<file path="config.mk">
export PLATFORM = sky130hd
export DESIGN_NAME = bcd_countdown_timer
export DESIGN_NICKNAME = d
export VERILOG_FILES = /design/src/rtl/bcd_countdown_timer_pkg.sv /design/src/rtl/SSD_Decoder.sv /design/src/rtl/bcd_digit.sv /design/src/rtl/bcd_countdown_timer.sv
export SDC_FILE = /design/constraint.sdc
export NUM_CORES = 1
export LEC_CHECK = 0
export CORE_MARGIN = 1.5
export CORE_UTILIZATION = 25
export CTS_BUF_LIST = sky130_fd_sc_hd__clkbuf_8 sky130_fd_sc_hd__clkbuf_16
export DETAILED_ROUTE_END_ITERATION = 10
export GPL_TIMING_DRIVEN = 0
export MAX_ROUTING_LAYER = met4
export PLACE_DENSITY_LB_ADDON = 0.12
export SKIP_LAST_GASP = 1
export SYNTH_ARGS = -nofsm -noshare
export SYNTH_HDL_FRONTEND = slang
export SYNTH_HIERARCHICAL = 1
export SYNTH_SLANG_ARGS = --single-unit
</file>
<file path="constraint.sdc">
create_clock -name clk -period 7.7 [get_ports clk]
set_input_delay 1.54 -clock clk [delete_from_list [all_inputs] [get_ports clk]]
set_output_delay 1.54 -clock clk [all_outputs]
set_load 0.01 [all_outputs]
</file>
<file path="src/rtl/bcd_countdown_timer_pkg.sv">
// Shared definitions for the BCD up/down timer: FSM encoding, digit limit
// and the preset clamping helpers used at reset and on load.
package bcd_countdown_timer_pkg;

  typedef enum logic [1:0] {
    ST_IDLE = 2'd0,
    ST_RUN  = 2'd1,
    ST_DONE = 2'd2
  } state_t;

  localparam logic [3:0] BCD_MAX = 4'd9;

  // Any nibble above 9 is not a decimal digit; saturate it to 9.
  function automatic logic [3:0] clamp_digit(input logic [3:0] d);
    clamp_digit = (d > BCD_MAX) ? BCD_MAX : d;
  endfunction

  // Clamp every nibble of a packed BCD word (up to 8 digits).
  function automatic logic [31:0] clamp_bcd(input logic [31:0] v);
    logic [31:0] r;
    r = 32'h0000_0000;
    for (int i = 0; i < 8; i++) begin
      r[4*i +: 4] = clamp_digit(v[4*i +: 4]);
    end
    return r;
  endfunction

endpackage

</file>
<file path="src/rtl/SSD_Decoder.sv">
// Per-digit segment decoder. Bit order: [0]=a [1]=b [2]=c [3]=d [4]=e [5]=f
// [6]=g1 [7]=g2 [13:8]=inner diagonal/vertical segments [14]=dp.
// Decimal digits use only the outer ring and the middle bar; codes above 9
// blank the digit.
module SSD_Decoder (
  input  logic [3:0]  digit,
  output logic [14:0] pattern
);

  // Pure lookup from BCD digit to segment pattern.
  always_comb begin
    pattern = 15'h0000;
    case (digit)
      4'd0:    pattern = 15'h003F;
      4'd1:    pattern = 15'h0006;
      4'd2:    pattern = 15'h00DB;
      4'd3:    pattern = 15'h00CF;
      4'd4:    pattern = 15'h00E6;
      4'd5:    pattern = 15'h00ED;
      4'd6:    pattern = 15'h00FD;
      4'd7:    pattern = 15'h0007;
      4'd8:    pattern = 15'h00FF;
      4'd9:    pattern = 15'h00EF;
      default: pattern = 15'h0000;
    endcase
  end

endmodule

</file>
<file path="src/rtl/bcd_digit.sv">
// One decimal digit of the timer: 4-bit register with load, and a single
// +/-1 step that is only taken when the carry/borrow chain reaches this digit.
module bcd_digit
  import bcd_countdown_timer_pkg::*;
#(
  parameter logic [3:0] RST_VAL = 4'd0
) (
  input  logic       clk,
  input  logic       rst_n,
  input  logic       load,
  input  logic [3:0] load_val,
  input  logic       step,
  input  logic       up,
  input  logic       cin,
  output logic       cout,
  output logic [3:0] value,
  output logic [3:0] value_next,
  output logic       is_zero
);

  logic [3:0] value_r;
  logic       is_nine_s;

  assign is_zero   = (value_r == 4'd0);
  assign is_nine_s = (value_r == BCD_MAX);
  // Carry (up) leaves at 9, borrow (down) leaves at 0, only if one arrived.
  assign cout      = cin & (up ? is_nine_s : is_zero);
  assign value     = value_r;

  // Value this digit takes if the step is committed on the coming edge.
  always_comb begin
    value_next = value_r;
    if (step && cin) begin
      if (up) begin
        value_next = is_nine_s ? 4'd0 : (value_r + 4'd1);
      end else begin
        value_next = is_zero ? BCD_MAX : (value_r - 4'd1);
      end
    end else begin
      value_next = value_r;
    end
  end

  // Digit register: load beats stepping.
  always_ff @(posedge clk or negedge rst_n) begin
    if (!rst_n) begin
      value_r <= RST_VAL;
    end else if (load) begin
      value_r <= load_val;
    end else begin
      value_r <= value_next;
    end
  end

endmodule

</file>
<file path="src/rtl/bcd_countdown_timer.sv">
// N-digit BCD up/down timer. Counts one step per external tick while running,
// stops at 0 (down) or at the latched target (up), and then lights the LED
// bank. Load restarts from the preset in IDLE; only load or reset leaves DONE.
module bcd_countdown_timer
  import bcd_countdown_timer_pkg::*;
#(
  parameter int                      DIGITS     = 2,
  parameter logic [4*DIGITS-1:0]     PRESET_RST = 8'h30,
  parameter int                      LED_W      = 16
) (
  input  logic                  clk,
  input  logic                  rst_n,
  input  logic                  tick,
  input  logic                  load,
  input  logic [4*DIGITS-1:0]   preset,
  input  logic                  start,
  input  logic                  enable,
  input  logic                  dir,
  output logic [4*DIGITS-1:0]   bcd,
  output logic [15*DIGITS-1:0]  ssd,
  output logic [LED_W-1:0]      led,
  output logic                  running,
  output logic                  done,
  output logic                  done_pulse
);

  localparam logic [31:0]         RST_WIDE  = clamp_bcd(32'(PRESET_RST));
  localparam logic [4*DIGITS-1:0] RST_CLAMP = RST_WIDE[4*DIGITS-1:0];
  localparam logic [4*DIGITS-1:0] ZERO_CNT  = {(4*DIGITS){1'b0}};

  state_t                state_r, state_next_s;
  logic [4*DIGITS-1:0]   target_r;
  logic                  mode_r;
  logic [4*DIGITS-1:0]   count_s, next_count_s;
  logic [4*DIGITS-1:0]   preset_clamp_s, load_val_s;
  logic [DIGITS-1:0]     is_zero_s;
  logic [DIGITS:0]       carry_s;
  logic                  step_s, wrap_s, term_now_s, term_next_s;
  logic                  running_r, done_r, done_pulse_r;
  logic [LED_W-1:0]      led_r;

  assign carry_s[0] = 1'b1;
  // A carry/borrow out of the top digit means the step would wrap around.
  assign wrap_s     = carry_s[DIGITS];
  assign load_val_s = dir ? ZERO_CNT : preset_clamp_s;
  assign step_s     = (state_r == ST_RUN) && tick && enable && !load && !wrap_s;

  for (genvar i = 0; i < DIGITS; i++) begin : g_digit
    assign preset_clamp_s[4*i +: 4] = clamp_digit(preset[4*i +: 4]);

    bcd_digit #(
      .RST_VAL (RST_CLAMP[4*i +: 4])
    ) u_digit (
      .clk        (clk),
      .rst_n      (rst_n),
      .load       (load),
      .load_val   (load_val_s[4*i +: 4]),
      .step       (step_s),
      .up         (mode_r),
      .cin        (carry_s[i]),
      .cout       (carry_s[i+1]),
      .value      (count_s[4*i +: 4]),
      .value_next (next_count_s[4*i +: 4]),
      .is_zero    (is_zero_s[i])
    );

    SSD_Decoder u_ssd (
      .digit   (count_s[4*i +: 4]),
      .pattern (ssd[15*i +: 15])
    );
  end

  // Terminal compare on the present count (for start) and the stepped count.
  always_comb begin
    term_now_s  = 1'b0;
    term_next_s = 1'b0;
    if (mode_r) begin
      term_now_s  = (count_s == target_r);
      term_next_s = (next_count_s == target_r);
    end else begin
      term_now_s  = &is_zero_s;
      term_next_s = (next_count_s == ZERO_CNT);
    end
  end

  // Next-state logic: load > start > tick.
  always_comb begin
    state_next_s = state_r;
    if (load) begin
      state_next_s = ST_IDLE;
    end else begin
      case (state_r)
        ST_IDLE: begin
          if (start) begin
            state_next_s = term_now_s ? ST_DONE : ST_RUN;
          end else begin
            state_next_s = ST_IDLE;
          end
        end
        ST_RUN: begin
          if (step_s && term_next_s) begin
            state_next_s = ST_DONE;
          end else begin
            state_next_s = ST_RUN;
          end
        end
        ST_DONE: state_next_s = ST_DONE;
        default: state_next_s = ST_IDLE;
      endcase
    end
  end

  // FSM state register.
  always_ff @(posedge clk or negedge rst_n) begin
    if (!rst_n) begin
      state_r <= ST_IDLE;
    end else begin
      state_r <= state_next_s;
    end
  end

  // Target and count direction, captured together with the preset on load.
  always_ff @(posedge clk or negedge rst_n) begin
    if (!rst_n) begin
      target_r <= RST_CLAMP;
      mode_r   <= 1'b0;
    end else if (load) begin
      target_r <= preset_clamp_s;
      mode_r   <= dir;
    end else begin
      target_r <= target_r;
      mode_r   <= mode_r;
    end
  end

  // Status outputs registered from the next state so they track state exactly.
  always_ff @(posedge clk or negedge rst_n) begin
    if (!rst_n) begin
      running_r    <= 1'b0;
      done_r       <= 1'b0;
      done_pulse_r <= 1'b0;
      led_r        <= {LED_W{1'b0}};
    end else begin
      running_r    <= (state_next_s == ST_RUN);
      done_r       <= (state_next_s == ST_DONE);
      done_pulse_r <= (state_next_s == ST_DONE) && (state_r != ST_DONE);
      led_r        <= {LED_W{state_next_s == ST_DONE}};
    end
  end

  assign bcd        = count_s;
  assign led        = led_r;
  assign running    = running_r;
  assign done       = done_r;
  assign done_pulse = done_pulse_r;

endmodule

</file>
=== Word level (Yosys, flattened, before mapping) ===
Memory sizes are Yosys's and may differ from the RTL's.
Cells that the tools add are included.

* Bits in registers: 23
* ROM bits: 256
* Output and inout port bits: 57
* Word-level logic and storage cells: 63
* Memories: 2

* Add/subtract/negate cells: 4
* Magnitude comparators: 2
* Equal/unequal tests: 9
* Muxes and demuxes: 22
* Bitwise operators: 1
* Reduce and logical (&&, ||, !) cells: 14

{| class="wikitable"
|+ Memory list
! name !! depth !! bits a word !! rd ports !! clocked after memory_dff !! write ports !! line !! RTL
|-
| (no name shown) || 16 || 8 || 1 || 0 || 0 || SSD_Decoder.sv:13 || <nowiki>case (digit)</nowiki>
|-
| (no name shown) || 16 || 8 || 1 || 0 || 0 || SSD_Decoder.sv:13 ||
|}

{| class="wikitable"
|+ Operators with widths
! kind !! count
|-
| $mux 4 || 12
|-
| $eq 8x8->1 || 2
|-
| $add 4x1->4 const B || 2
|-
| $eq 4x4->1 const B || 2
|-
| $gt 4x4->1 const B || 2
|-
| $logic_not 4->1 || 2
|-
| $logic_not 8->1 || 1
|-
| $mux 2 || 4
|-
| $mux 8 || 1
|-
| $sub 4x1->4 const B || 2
|-
| $logic_and 1x1->1 || 7
|-
| $pmux 2 s3 || 1
|-
| $eq 2x1->1 const B || 2
|-
| $eq 2x2->1 const B || 2
|-
| $mux 1 || 4
|-
| $logic_not 1->1 || 2
|-
| $logic_not 2->1 || 1
|-
| $ne 2x2->1 const B || 1
|-
| $reduce_and 2->1 || 1
|-
| $and 1x1->1 || 1
|}

=== Depth between registers and ports, before layout ===
* Depth in word-level cells: 15
* Gate-level depth with buffers: 15
* Mapped depth without buffers: 15

=== Cells and area by module ===
The synthesis kept the hierarchy.

{| class="wikitable"
|+ Modules (own cells, without submodules)
! module !! times used !! cells each !! area an instance (um^2) !! sequential area each (um^2)
|-
| bcd_countdown_timer || 1 || 111 || 1003.5 || 352.8
|-
| bcd_digit (g_digit[1].u_digit) || 1 || 33 || 322.8 || 102.6
|-
| bcd_digit (g_digit[0].u_digit) || 1 || 33 || 320.3 || 100.1
|-
| SSD_Decoder (g_digit[0].u_ssd) || 1 || 37 || 282.8 || 0.0
|-
| SSD_Decoder (g_digit[1].u_ssd) || 1 || 35 || 265.3 || 0.0
|}

=== Least setup slack after synthesis ===
No wires, ideal clock.

* Path type: input to register
* Start point: input port enable
* End point: register running_r (netlist: running)
* Setup time: 119 ps
* Arrival time: 3264 ps
* Path slack: 4317 ps
* Stages on the path: 9
* Buffers on the path: 0
* Path through: nand4b_1 nor3_4 nand3_1 o22a_2 xor2_1 nor4_2 nand4_1 and3_4 o21a_1

* Longest elaborated chain between the ends: 12
* Elaborated cells on any way between the ends: 14

{| class="wikitable"
|+ Ends and longest elaborated chain
! element !! line !! RTL
|-
| start, declared || bcd_countdown_timer.sv:17 || <nowiki>input logic enable,</nowiki>
|-
| $logic_and 1x1->1 * (3 in a row) || bcd_countdown_timer.sv:46 || <nowiki>assign step_s = (state_r == ST_RUN) && tick && enable && !load && !wrap_s;</nowiki>
|-
| via step_s || bcd_countdown_timer.sv:38 || <nowiki>logic step_s, wrap_s, term_now_s, term_next_s;</nowiki>
|-
| $logic_and 1x1->1 * || bcd_digit.sv:33 || <nowiki>if (step && cin) begin</nowiki>
|-
| $mux 4 * || bcd_digit.sv:33 ||
|-
| via next_count_s[7] || bcd_countdown_timer.sv:34 || <nowiki>logic [4*DIGITS-1:0] count_s, next_count_s;</nowiki>
|-
| $eq 8x8->1 / $logic_not 8->1 (equally long branches) || bcd_countdown_timer.sv:79, bcd_countdown_timer.sv:82 ||
|-
| $mux 1 * || bcd_countdown_timer.sv:77 || <nowiki>if (mode_r) begin</nowiki>
|-
| $logic_and 1x1->1 * || bcd_countdown_timer.sv:101 || <nowiki>if (step_s && term_next_s) begin</nowiki>
|-
| $mux 2 * || bcd_countdown_timer.sv:101 ||
|-
| $pmux 2 s3 * || bcd_countdown_timer.sv:92 || <nowiki>case (state_r)</nowiki>
|-
| $mux 2 * || bcd_countdown_timer.sv:89 || <nowiki>if (load) begin</nowiki>
|-
| $eq 2x1->1 * || bcd_countdown_timer.sv:144 || <nowiki>running_r <= (state_next_s == ST_RUN);</nowiki>
|-
| end signal, assigned || bcd_countdown_timer.sv:144 ||
|-
| end, declared || bcd_countdown_timer.sv:39 || <nowiki>logic running_r, done_r, done_pulse_r;</nowiki>
|}

The timed path passes the listed nets; every way through them passes the cells marked *.
A chain may end at the register's enable or synchronous reset.

=== Final worst setup path ===
* Start point: input port load
* End point: register state_r[0]

* Longest elaborated chain between the ends: 11
* Elaborated cells on any way between the ends: 13

{| class="wikitable"
|+ Ends and longest elaborated chain
! element !! line !! RTL
|-
| start, declared || bcd_countdown_timer.sv:14 || <nowiki>input logic load,</nowiki>
|-
| $logic_not 1->1 * || bcd_countdown_timer.sv:46 ||
|-
| $logic_and 1x1->1 * (2 in a row) || bcd_countdown_timer.sv:46 ||
|-
| via step_s || bcd_countdown_timer.sv:38 ||
|-
| $logic_and 1x1->1 * || bcd_digit.sv:33 ||
|-
| $mux 4 * || bcd_digit.sv:33 ||
|-
| via next_count_s[5] || bcd_countdown_timer.sv:34 ||
|-
| $eq 8x8->1 / $logic_not 8->1 (equally long branches) || bcd_countdown_timer.sv:79, bcd_countdown_timer.sv:82 ||
|-
| $mux 1 * || bcd_countdown_timer.sv:77 ||
|-
| $logic_and 1x1->1 * || bcd_countdown_timer.sv:101 ||
|-
| $mux 2 * || bcd_countdown_timer.sv:101 ||
|-
| $pmux 2 s3 * || bcd_countdown_timer.sv:92 ||
|-
| $mux 2 * || bcd_countdown_timer.sv:89 ||
|-
| via state_next_s[0] || bcd_countdown_timer.sv:31 || <nowiki>state_t state_r, state_next_s;</nowiki>
|-
| end signal, assigned || bcd_countdown_timer.sv:118 || <nowiki>state_r <= state_next_s;</nowiki>
|-
| end, declared || bcd_countdown_timer.sv:31 ||
|}

Marked as above.

==> results.yml <==
cells_and_area:
  drive_above_1_share: 0.194
  final_nets: 353
  syn_to_final_growth_pct: 37.5
  diodes: 0
  num-fill-cells: 862
floorplanning:
  initial_core_util: 0.263
  num_rows: 33
  coreArea_um2: 8340
  dieHeight_um: 96.7
  ios: 72
  dieArea_um2: 9350
  fp.dieW_um: 96.7
power:
  ir_worst_vdd_mv: 0.105
  power.leakage_nw: 1.28
  p_per_area_nw_per_um2: 159
outcome:
  status: "completed"
clocking:
  cts_tree: "yes"
  cts_root_buf: "clkbuf_8"
  clk_latency_ns: 0.27
  cts_post_setup_buffers_inserted: 0
  cts-resized-gates: 0
  cts_sinks: 22
  ctsHoldBuffers: 0
  tritoncts.num_buffers: 3
  clock_path_buffers: 2
  htree_num_levels: 1
  path_clk_slew_ns: 0.08
sta:
  tns_ns: 0
  tightest_slew_ns: 1.05
  period_minus_slack_ns: 4.26
  slew_headroom: 0.297
  hold_viol: 0
  holdWs_ns: 0.492
  period_share: 0.553
  skew_ns: 0.000741
  rsz0062_at_grt: "false"
  fmax_mhz: 235
  drv_slew: 0
  setup_viol: 0
detailed_routing:
  vias: 1898
  dr.first_iter.drc_count: 145
  drc: 0
  viasPerCell: 4.41
  antenna_left: 0
  dr.pass1.iters: 4
  wl_um: 5320
  wl_per_cell_um: 12.4
grt:
  grt_pass1_vias: 1728
  antenna_found_initial: 0
  grt_pass1_wl_um: 8690
  grt_use_total: 0.116
  grt-ovfl-total: 0
  grt_max_degree: 23
synthesis:
  yosysTopAreaCellShare: 0.205
  synth_largest_area_cell: "dfrtp_1"
  synth_most_common_cell: "buf_4"
  synth_edf_count: 0
  yosysUniqueCellTypes: 52
  netlist_instances: 249
  synth_warnings: 6
  async_flop_share: 1.00
  synth_seq_cells: 22
  ys_dominant_reg_cell: "dfrtp_1"
  synthTopCellsByArea: "dfrtp_1 21%, buf_4 11%, ha_1 6.8%"
  syn_area_per_cell_um2: 8.81
  syn_area_um2: 2190
  synth_seq_area_share: 0.253
  synth.top_cells.by_count: "32 x buf_4, 18 x dfrtp_1, 15 x xnor2_1, 14 x nor2_1, 13 x inv_1"
place:
  io_buffer_count: 56
  place_congestion: 0.734
  dp_hpwl_um: 3990
hold_path:
  min_path_type: "flop to flop"
critical_path:
  crit_path_start_kind: "input port"
  path_max_fanout: 10
  cp_data_required_time_ns: 7.87
  setup.worst_path.class: "input port to flop"
  cp-end-kind: "flop"
  arrival_ns: 4.42
job:
  maxCapViolCount: 0
-- power breakdown --
group | total (mW) | internal, mW | switching (mW)
Sequential | 0.153 | 0.128 | 0.0253
Combinational | 0.217 | 0.127 | 0.0901
Clock | 0.111 | 0.0696 | 0.0417
Total | 0.481 | 0.324 | 0.157
-- logic make-up after synthesis --
| family | synth area share |
|---|---|
| other | 0.00513 |
| multiplexers | 0.0701 |
| AO/OA/AOI/OAI | 0.149 |
| XOR/XNOR | 0.0958 |
| AND/OR/NAND/NOR | 0.199 |
| adder cells (fa/ha/maj) | 0.0684 |
| flip-flops | 0.253 |
| buffers and inverters | 0.160 |
-- through the flow --
stage | setup WS [ns] | power [mW] | utilization | instances | cell area [um2]
finish | 3.44 | 0.481 | 0.362 | 430 | 3020
floorplan | 4.32 | 0.280 | - | 265 | 2250
detailed placement | 3.13 | 0.375 | 0.353 | 426 | 2950
global route | 3.20 | 0.511 | 0.362 | 430 | 3020
global placement | 3.08 | 0.375 | 0.353 | 426 | 2950
CTS | 3.41 | 0.488 | 0.362 | 430 | 3020
-- layout by cell type, fill, tap and decap left out, types with 5 or more instances in the layout --
master | synthesis | final
o21ai_0 | 5 | 5
conb_1 | 3 | 19
dfrtp_1 | 18 | 18
xnor2_1 | 15 | 15
o22ai_1 | 11 | 11
mux2_1 | 9 | 9
xor2_1 | 9 | 9
nand3_1 | 7 | 7
a21oi_1 | 9 | 9
inv_1 | 13 | 13
nand4_1 | 5 | 5
clkdlybuf4s50_1 | 0 | 56
buf_4 | 32 | 32
nor2_1 | 14 | 14
o21a_1 | 5 | 5
ha_1 | 12 | 12
nor3_1 | 7 | 7
nand2_1 | 11 | 11
-- path summary, 6_finish.rpt --
check	startpoint	end	slack [ns]	cells after the start
min in group asynchronous	rst_n	g_digit[1].u_digit/value[3]	1.84	1
max	load	state_r[0]	3.44	10
max in group asynchronous	rst_n	running	5.23	1
min reg2reg	target_r[5]	target_r[5]	0.49	2
max reg2reg	g_digit[0].u_digit/value[0]	state_r[0]	4.08	15
min	target_r[5]	target_r[5]	0.49	2
-- cell type report --
class | count | area, um2 | area share
flip-flops and latches | 22 | 556 | 0.184
well taps | 105 | 131 | 0.0435
plain buffers | 39 | 298 | 0.0987
multi-input cells | 190 | 1350 | 0.447
clock buffers | 3 | 41.3 | 0.0137
inverters | 14 | 52.6 | 0.0174
clock inverters | 1 | 30.0 | 0.00995
repair buffers | 56 | 561 | 0.186
-- worst max-delay path, cell delays in order --
cell	delay [ns]
clkdlybuf4s50_1	0.71
nor3_4	0.54
nand2_1	0.22
nor2b_1	0.15
mux2i_1	0.17
xor2_1	0.22
nor4_2	0.25
nand4_1	0.17
and3_4	0.25
o21a_1	0.18
-- state kept, by name (all words and copies together), names as in the netlist --
| signal | cells |
|---|---|
| done | 1 |
| target_r | 8 |
| done_pulse | 1 |
| running | 1 |
| g_digit.u_digit/value | 8 |
| state_r | 2 |
| mode_r | 1 |
-- per-layer routing --
layer / global-route usage / routed length, um
met1: 0.156 / 2560
met2: 0.183 / 2450
met3: 0.0224 / 281
met4: 0.0201 / 25
met5: - / 0
(Power assumes the default switching activity.)
